===== src/rtl/difftest_commit_queue_pkg.sv =====
// Shared definitions for the Difftest commit queue slice.
//   DEFAULT_XLEN   default PC/data width
//   COMMIT_W       retire/commit slots per cycle
//   DIFF_VALID_W   width of the commit_valid vector handed to the DPI wrapper
//   DIFF_NUM_W     width of the commit_num field handed to the DPI wrapper
//   commit_entry_t one buffered instruction (pc + writeback data)
//   popcount2      number of set bits in a 2-bit valid vector
package difftest_pkg;

  localparam int unsigned DEFAULT_XLEN = 32;
  localparam int unsigned COMMIT_W     = 2;
  localparam int unsigned DIFF_VALID_W = 4;
  localparam int unsigned DIFF_NUM_W   = 8;

  typedef struct packed {
    logic [DEFAULT_XLEN-1:0] pc;
    logic [DEFAULT_XLEN-1:0] data;
  } commit_entry_t;

  function automatic logic [1:0] popcount2(input logic [1:0] v);
    return {1'b0, v[0]} + {1'b0, v[1]};
  endfunction

endpackage


===== src/rtl/difftest_commit_queue_if.sv =====
// Retire-side and commit-side signal bundle of the Difftest commit queue.
//   Retire side : rob_valid, rob_pc0/1, rob_data0/1 (from ROB), rob_ready (to ROB)
//   Commit side : out_ready (from DPI wrapper), commit_num, commit_valid,
//                 commit_pc1/2, commit_data1/2 (to DPI wrapper)
//   master : the environment (ROB + DPI wrapper)
//   slave  : the commit queue
interface difftest_commit_queue_if
  import difftest_pkg::*;
#(
  parameter int unsigned XLEN = DEFAULT_XLEN
);
  logic [COMMIT_W-1:0]     rob_valid;
  logic [XLEN-1:0]         rob_pc0;
  logic [XLEN-1:0]         rob_pc1;
  logic [XLEN-1:0]         rob_data0;
  logic [XLEN-1:0]         rob_data1;
  logic                    rob_ready;
  logic                    out_ready;
  logic [DIFF_NUM_W-1:0]   commit_num;
  logic [DIFF_VALID_W-1:0] commit_valid;
  logic [XLEN-1:0]         commit_pc1;
  logic [XLEN-1:0]         commit_pc2;
  logic [XLEN-1:0]         commit_data1;
  logic [XLEN-1:0]         commit_data2;

  modport master (
    output rob_valid, rob_pc0, rob_pc1, rob_data0, rob_data1, out_ready,
    input  rob_ready, commit_num, commit_valid,
           commit_pc1, commit_pc2, commit_data1, commit_data2
  );

  modport slave (
    input  rob_valid, rob_pc0, rob_pc1, rob_data0, rob_data1, out_ready,
    output rob_ready, commit_num, commit_valid,
           commit_pc1, commit_pc2, commit_data1, commit_data2
  );
endinterface


===== src/rtl/difftest_commit_queue_fifo.sv =====
// commit_fifo_2w2r: circular buffer accepting 0..2 entries and releasing
// 0..2 entries per cycle.
//   clock, reset         clock / synchronous active-high reset
//   wr_num               entries to write this cycle (caller guarantees room)
//   wr_data0, wr_data1   entries written in that order at the tail
//   rd_num               entries to pop this cycle (caller guarantees <= count)
//   rd_data0, rd_data1   the two oldest entries (valid only up to count)
//   count                occupancy before this cycle's write/read
import difftest_pkg::*;

module commit_fifo_2w2r #(
  parameter int unsigned DEPTH   = 8,
  parameter type         entry_t = commit_entry_t
) (
  input  logic                       clock,
  input  logic                       reset,
  input  logic [1:0]                 wr_num,
  input  entry_t                     wr_data0,
  input  entry_t                     wr_data1,
  input  logic [1:0]                 rd_num,
  output entry_t                     rd_data0,
  output entry_t                     rd_data1,
  output logic [$clog2(DEPTH):0]     count
);
  localparam int unsigned PW = $clog2(DEPTH);

  entry_t        mem [DEPTH];
  logic [PW-1:0] wr_ptr;
  logic [PW-1:0] rd_ptr;

  // Pointers wrap naturally because DEPTH is a power of two.
  always_ff @(posedge clock) begin
    if (reset) begin
      wr_ptr <= '0;
      rd_ptr <= '0;
      count  <= '0;
    end else begin
      wr_ptr <= wr_ptr + PW'(wr_num);
      rd_ptr <= rd_ptr + PW'(rd_num);
      count  <= count + (PW+1)'(wr_num) - (PW+1)'(rd_num);
    end
  end

  // Storage carries no reset; occupancy alone decides what is live.
  always_ff @(posedge clock) begin
    if (!reset) begin
      if (wr_num != 2'd0) mem[wr_ptr]          <= wr_data0;
      if (wr_num == 2'd2) mem[wr_ptr + PW'(1)] <= wr_data1;
    end
  end

  assign rd_data0 = mem[rd_ptr];
  assign rd_data1 = mem[rd_ptr + PW'(1)];

endmodule


===== src/rtl/difftest_commit_queue.sv =====
// difftest_commit_queue: captures up to two retired instructions per cycle
// from the ROB, compacts them into program order, buffers them and replays
// at most two per cycle as a registered commit bundle to the Difftest DPI
// wrapper. Also counts retired instructions and watches for pipeline hangs.
//   clock, reset   clock / synchronous active-high reset
//   bus            retire and commit handshake (slave side)
//   retire_count   total instructions popped since reset (wraps at 2^64)
//   hang_timeout   sticky; no accepted retire for TIMEOUT cycles
//   overflow       sticky; a retire arrived while rob_ready was low
import difftest_pkg::*;

module difftest_commit_queue #(
  parameter int unsigned DEPTH   = 8,
  parameter int unsigned XLEN    = DEFAULT_XLEN,
  parameter int unsigned TIMEOUT = 5000
) (
  input  logic                   clock,
  input  logic                   reset,
  difftest_commit_queue_if.slave bus,
  output logic [63:0]            retire_count,
  output logic                   hang_timeout,
  output logic                   overflow
);
  localparam int unsigned CW = $clog2(DEPTH) + 1;

  typedef struct packed {
    logic [XLEN-1:0] pc;
    logic [XLEN-1:0] data;
  } entry_t;

  logic [CW-1:0] count;
  logic          rob_ready_i;
  logic          accept;
  logic [1:0]    wr_num;
  logic [1:0]    rd_num;
  entry_t        slot0, slot1;
  entry_t        wr_data0, wr_data1;
  entry_t        rd_data0, rd_data1;
  logic [31:0]   idle_cnt;
  logic [31:0]   idle_next;

  assign rob_ready_i   = (CW'(DEPTH) - count) >= CW'(2);
  assign bus.rob_ready = rob_ready_i;

  assign slot0 = '{pc: bus.rob_pc0, data: bus.rob_data0};
  assign slot1 = '{pc: bus.rob_pc1, data: bus.rob_data1};

  // Compaction: the oldest valid slot always lands in the first free entry,
  // so a lone slot1 retire occupies the same position a lone slot0 would.
  always_comb begin
    accept   = rob_ready_i && (bus.rob_valid != '0);
    wr_num   = accept ? popcount2(bus.rob_valid) : 2'd0;
    wr_data0 = bus.rob_valid[0] ? slot0 : slot1;
    wr_data1 = slot1;
  end

  // Pops are sized from the pre-enqueue count, so same-cycle retires are
  // never bypassed to the output.
  always_comb begin
    rd_num = 2'd0;
    if (bus.out_ready) begin
      rd_num = (count >= CW'(2)) ? 2'd2 : count[1:0];
    end
  end

  commit_fifo_2w2r #(
    .DEPTH   (DEPTH),
    .entry_t (entry_t)
  ) u_fifo (
    .clock    (clock),
    .reset    (reset),
    .wr_num   (wr_num),
    .wr_data0 (wr_data0),
    .wr_data1 (wr_data1),
    .rd_num   (rd_num),
    .rd_data0 (rd_data0),
    .rd_data1 (rd_data1),
    .count    (count)
  );

  always_comb begin
    idle_next = idle_cnt;
    if (accept) begin
      idle_next = '0;
    end else if (idle_cnt < 32'(TIMEOUT)) begin
      idle_next = idle_cnt + 32'd1;
    end
  end

  always_ff @(posedge clock) begin
    if (reset) begin
      bus.commit_num   <= '0;
      bus.commit_valid <= '0;
      bus.commit_pc1   <= '0;
      bus.commit_pc2   <= '0;
      bus.commit_data1 <= '0;
      bus.commit_data2 <= '0;
      retire_count     <= '0;
      idle_cnt         <= '0;
      hang_timeout     <= 1'b0;
      overflow         <= 1'b0;
    end else begin
      if (bus.out_ready) begin
        bus.commit_num   <= DIFF_NUM_W'(rd_num);
        bus.commit_valid <= {2'b00, rd_num == 2'd2, rd_num != 2'd0};
        bus.commit_pc1   <= (rd_num != 2'd0) ? rd_data0.pc   : '0;
        bus.commit_data1 <= (rd_num != 2'd0) ? rd_data0.data : '0;
        bus.commit_pc2   <= (rd_num == 2'd2) ? rd_data1.pc   : '0;
        bus.commit_data2 <= (rd_num == 2'd2) ? rd_data1.data : '0;
      end else begin
        bus.commit_num   <= '0;
        bus.commit_valid <= '0;
      end
      retire_count <= retire_count + 64'(rd_num);
      idle_cnt     <= idle_next;
      if (idle_next == 32'(TIMEOUT)) hang_timeout <= 1'b1;
      if (bus.rob_valid != '0 && !rob_ready_i) overflow <= 1'b1;
    end
  end

endmodule


===== src/flat_wrapper.sv =====
// flat-port wrapper written by rule: the top's interface ports become plain ports
module difftest_commit_queue_flat 
#(
  parameter int unsigned DEPTH   = 8,
  parameter int unsigned XLEN    = DEFAULT_XLEN,
  parameter int unsigned TIMEOUT = 5000
)
  (clock, reset, retire_count, hang_timeout, overflow, bus_rob_valid, bus_rob_pc0, bus_rob_pc1, bus_rob_data0, bus_rob_data1, bus_out_ready, bus_rob_ready, bus_commit_num, bus_commit_valid, bus_commit_pc1, bus_commit_pc2, bus_commit_data1, bus_commit_data2);
  difftest_commit_queue_if #(.XLEN(XLEN)) bus_i ();
  input  logic clock;
  input  logic reset;
  output logic [63:0] retire_count;
  output logic hang_timeout;
  output logic overflow;
  input wire logic [$bits(bus_i.rob_valid)-1:0] bus_rob_valid;
  input wire logic [$bits(bus_i.rob_pc0)-1:0] bus_rob_pc0;
  input wire logic [$bits(bus_i.rob_pc1)-1:0] bus_rob_pc1;
  input wire logic [$bits(bus_i.rob_data0)-1:0] bus_rob_data0;
  input wire logic [$bits(bus_i.rob_data1)-1:0] bus_rob_data1;
  input wire logic [$bits(bus_i.out_ready)-1:0] bus_out_ready;
  output wire logic [$bits(bus_i.rob_ready)-1:0] bus_rob_ready;
  output wire logic [$bits(bus_i.commit_num)-1:0] bus_commit_num;
  output wire logic [$bits(bus_i.commit_valid)-1:0] bus_commit_valid;
  output wire logic [$bits(bus_i.commit_pc1)-1:0] bus_commit_pc1;
  output wire logic [$bits(bus_i.commit_pc2)-1:0] bus_commit_pc2;
  output wire logic [$bits(bus_i.commit_data1)-1:0] bus_commit_data1;
  output wire logic [$bits(bus_i.commit_data2)-1:0] bus_commit_data2;
  assign bus_i.rob_valid = bus_rob_valid;
  assign bus_i.rob_pc0 = bus_rob_pc0;
  assign bus_i.rob_pc1 = bus_rob_pc1;
  assign bus_i.rob_data0 = bus_rob_data0;
  assign bus_i.rob_data1 = bus_rob_data1;
  assign bus_i.out_ready = bus_out_ready;
  assign bus_rob_ready = bus_i.rob_ready;
  assign bus_commit_num = bus_i.commit_num;
  assign bus_commit_valid = bus_i.commit_valid;
  assign bus_commit_pc1 = bus_i.commit_pc1;
  assign bus_commit_pc2 = bus_i.commit_pc2;
  assign bus_commit_data1 = bus_i.commit_data1;
  assign bus_commit_data2 = bus_i.commit_data2;
  difftest_commit_queue #(.DEPTH(DEPTH), .XLEN(XLEN), .TIMEOUT(TIMEOUT)) u_core (.clock(clock), .reset(reset), .bus(bus_i), .retire_count(retire_count), .hang_timeout(hang_timeout), .overflow(overflow));
endmodule

===== config.mk =====
export PLATFORM = sky130hd
export DESIGN_NAME = difftest_commit_queue_flat
export DESIGN_NICKNAME = d
export VERILOG_FILES = /design/src/rtl/difftest_commit_queue_pkg.sv /design/src/rtl/difftest_commit_queue_if.sv /design/src/rtl/difftest_commit_queue_fifo.sv /design/src/rtl/difftest_commit_queue.sv /design/src/flat_wrapper.sv
export SDC_FILE = /design/constraint.sdc
export NUM_CORES = 2
export LEC_CHECK = 0
export ABC_CLOCK_PERIOD_IN_PS = 5050
export BUFFER_PORTS_ARGS = -buffer_cell sky130_fd_sc_hd__buf_2
export CAP_MARGIN = 20
export CORE_AREA = 4 4 270 272
export DETAILED_ROUTE_END_ITERATION = 10
export DIE_AREA = 0 0 274 276
export HOLD_SLACK_MARGIN = 0.05
export PLACE_DENSITY = 0.75
export SLEW_MARGIN = 30
export SYNTH_ARGS = -nofsm -noshare
export SYNTH_HDL_FRONTEND = slang
export SYNTH_SLANG_ARGS = --single-unit

===== constraint.sdc =====
create_clock -name clock -period 5.05 [get_ports clock]
set_input_delay 0.7575 -clock clock [delete_from_list [all_inputs] [get_ports clock]]
set_output_delay 0.7575 -clock clock [all_outputs]
set_load 0.05 [all_outputs]

==> run summary <==
Area grow syn2layout: 13.11%
1st-iter DRT viols: 3,131
Routed Wire Length: 106,500 um
Final instance area: 0.04278 mm^2
Detailed-routing iteration count for the pre-antenna-repair pass: 6
IO Pins: 340
Worst path buffer plus inverter count: 2
Max VDD drop: 0.3243 mV
Met2 layer usage reported by global route: 47.08%
Minimum clock period: 3.843 ns
Static leakage: 15.32 nW
Chip Width: 274 um
Placed Instance Area: 0.04007 mm^2
Remaining Overflow, GRT: 0
Post-detailed-route DRC marker count: 0
FP Rows: 98
Top cells by area, synth: sky130_fd_sc_hd__edfxtp_1, sky130_fd_sc_hd__mux4_2, sky130_fd_sc_hd__dfxtp_1
Overall global routing resource usage: 27.77%
Average footprint of a synthesized cell: 11.55 um^2
Max Fanout on Critical Path: 8
Share of the synthesized area in the top cell type: 40.65%
Number of buffers created by CTS: 79
TritonCTS clock tree: yes
Final period utilization: 76.11%
Setup-failing EPs final: 0
Core area: 0.07075 mm^2
Delay of the slowest critical-path stage: 0.48 ns
Unrepaired setup endpoints after global routing: false
Number of synthesized register bits: 752
Final weighted congestion of routability-driven global placement: 0.8263
Sink count of the clock tree: 752
Sum of negative setup slack: 0 ns
Worst Slack Setup Final: 1.207 ns
Data arrival time of the critical path: 4.37 ns
Most used flip-flop cell after synthesis: sky130_fd_sc_hd__edfxtp_1
Max cap viols: 0
Number of antenna violations at the first check in global routing: 11
Placed wire-length estimate: 62,130 um
Met1 Use GR: 36.01%
Launching element type of the critical path: flip-flop
Worst max-slew margin expressed relative to the limit: 32.20%
Area of the die: 0.07562 mm^2
Endpoint type of the worst setup path: flip-flop
GRT met3 Usage: 4.539%
Required arrival time at the worst endpoint: 5.58 ns
Summed instance area of the synthesized netlist: 0.03782 mm^2
Post-DR wirelength/cell: 23.93 um
Category of the critical setup timing path: reg2reg
GR peak layer: met2
FMAX: 0.2602 GHz
Share of final-layout standard cells stronger than drive strength 1: 22.89%
Cell taking the most area after synthesis: sky130_fd_sc_hd__edfxtp_1
Count of buffers inserted at the top-level ports: 331
Asr flop ratio synth: 0%
Skew final: 0.03293 ns
Clock network latency to the later pin of the worst-skew pair: 0.64 ns
Longest Clk Path Bufs: 3
Maximum level of the CTS H-tree: 3
Vias per inst: 6.228
Total via count after detailed routing: 27,720
Post-Synthesis Cells: 3,275
Root Buffer Master: sky130_fd_sc_hd__clkbuf_16
Synth cell types: 64
Min-delay worst type: reg2reg
Family of cells with the greatest summed delay on the critical path: simple AND/OR/NAND/NOR gates
Initial Util: 53.46%
Power per unit of standard cell area: 452.1 mW/mm^2
Vias in the first global route: 27,420
Remaining antenna violation count: 0
Status: finished, final reports clean
Largest net degree at the start of global routing: 141
Buffers inserted during post-CTS setup optimization: 0
Actual slew at the worst max-slew pin: 1.017 ns
Ys Warns: 0
Cts repair resizes: 0
Most common cell after layout, fill and taps aside: sky130_fd_sc_hd__nor2_1
Number of pins with negative max-slew slack in the final report: 0
Commonest cells after routing, fill and taps aside: sky130_fd_sc_hd__nor2_1, sky130_fd_sc_hd__a21oi_1, sky130_fd_sc_hd__edfxtp_1
Count of hold buffers inserted by post-cts repair: 0
Count of endpoints failing hold in the final timing report: 0
Number of enable flip-flop cells after synthesis: 512
Clock-pin slew on the worst setup and hold paths: 0.06 ns
Cell type of the slowest stage on the worst timing path: sky130_fd_sc_hd__nor3_2
Critical path cell sequence: inv_1 -> ha_1 -> nor2_1 -> nand2_1 -> nor2_1 -> ha_1 -> inv_1 -> fa_1 -> nor3_2 -> nand4_2 -> or3_4 -> or3_1 -> a21oi_1
Final Net Count: 3,581
Sequential cell area fraction in the yosys report: 53.35%
Vertical die dimension: 276 um
Setup Slack @ Placement: 0.9155 ns
Global-route wire length before repair: 162,800 um
==> worst reg2reg max path, delay by kind of cell (launching register included) <==
kind | cells | cell delay [ns]
AND/OR/NAND/NOR | 7 | 2.14
AO/OA/AOI/OAI | 1 | 0.15
adder cells (fa/ha/maj) | 3 | 0.93
buffers and inverters | 2 | 0.18
flip-flops | 1 | 0.38
==> stage by stage <==
step | hold WS, ns | power [mW] | instances | utilization, %
6_report | 0.4448 | 19.34 | 4450 | 60.47
5_1_grt | 0.4680 | 20.10 | 4448 | 60.46
4_1_cts | 0.4343 | 19.43 | 4439 | 60.34
3_5_place_dp | 0.4369 | 13.57 | 4293 | 56.64
3_3_place_gp | 0.4291 | 13.45 | 4293 | 56.64
2_1_floorplan | 0.4209 | 11.94 | 3282 | -
==> cell usage after synthesis (28+ instances only) <==
master and count:
sky130_fd_sc_hd__clkbuf_1 192, sky130_fd_sc_hd__a21oi_1 535, sky130_fd_sc_hd__buf_1 90, sky130_fd_sc_hd__mux2i_1 195, sky130_fd_sc_hd__o21ai_0 123, sky130_fd_sc_hd__edfxtp_1 512
sky130_fd_sc_hd__xor2_1 38, sky130_fd_sc_hd__and2_1 28, sky130_fd_sc_hd__nand3_1 28, sky130_fd_sc_hd__mux4_2 256, sky130_fd_sc_hd__dfxtp_1 240, sky130_fd_sc_hd__nor2_1 589
sky130_fd_sc_hd__nand2_1 163
==> worst paths after layout <==
| check | depth (start not counted) | slack [ns] | startpoint | end |
|---|---|---|---|---|
| setup reg to reg | 13 | 1.21 | u_core.u_fifo.count[0] | u_core.retire_count[56] |
| hold reg to reg | 2 | 0.44 | u_core.bus.commit_data2[24] | u_core.bus.commit_data2[24] |
| setup / recovery | 13 | 1.21 | u_core.u_fifo.count[0] | u_core.retire_count[56] |
| hold / removal | 2 | 0.44 | u_core.bus.commit_data2[24] | u_core.bus.commit_data2[24] |
==> flip-flops by register name, indices dropped and copies added (netlist names) <==
| signal | flops |
|---|---|
| u_core.u_fifo.mem | 512 |
| u_core.retire_count | 64 |
| u_core.bus.commit_data1 | 32 |
| u_core.bus.commit_data2 | 32 |
| u_core.bus.commit_pc1 | 32 |
| u_core.bus.commit_pc2 | 32 |
| u_core.idle_cnt | 32 |
| u_core.u_fifo.count | 4 |
| u_core.u_fifo.rd_ptr | 3 |
| u_core.u_fifo.wr_ptr | 3 |
| u_core.bus.commit_num | 2 |
| u_core.bus.commit_valid | 2 |
| u_core.hang_timeout | 1 |
| u_core.overflow | 1 |
==> layout make-up <==
| cell class | count | area (um^2) |
|---|---|---|
| Multi-Input combinational cell | 2189 | 16440 |
| Clock buffer | 105 | 2258 |
| Antenna cell | 9 | 22.52 |
| Tap cell | 950 | 1189 |
| Clock inverter | 41 | 357.8 |
| Sequential cell | 752 | 20190 |
| Inverter | 27 | 101.3 |
| Timing Repair Buffer | 377 | 2218 |
| Fill cell | 5610 | 27970 |
==> power breakdown <==
group	leakage, nW	switching, mW	internal (mW)
Combinational	7.43	3.57	2.11
Clock	1.31	2.48	3.41
Sequential	6.58	0.463	7.30
==> per-layer routing <==
layer	up-vias	share of wire, %
met1	13660	38
met2	1464	50
met4	2	3.1
met5	-	0.012
li1	12390	-
met3	195	9.0
==> kinds of logic (layout without fill, tap and decap cells) <==
logic type | count (synthesis) | in the layout | synth area share [%]
flip-flops | 752 | 752 | 53.35
AND/OR/NAND/NOR | 942 | 942 | 10.91
multiplexers | 451 | 451 | 20.40
buffers and inverters | 341 | 550 | 3.543
other | 1 | 17 | 0.009915
XOR/XNOR | 63 | 63 | 1.459
AO/OA/AOI/OAI | 703 | 703 | 9.517
adder cells (fa/ha/maj) | 22 | 22 | 0.8072
Note: power is estimated with default switching activity, not from simulation.
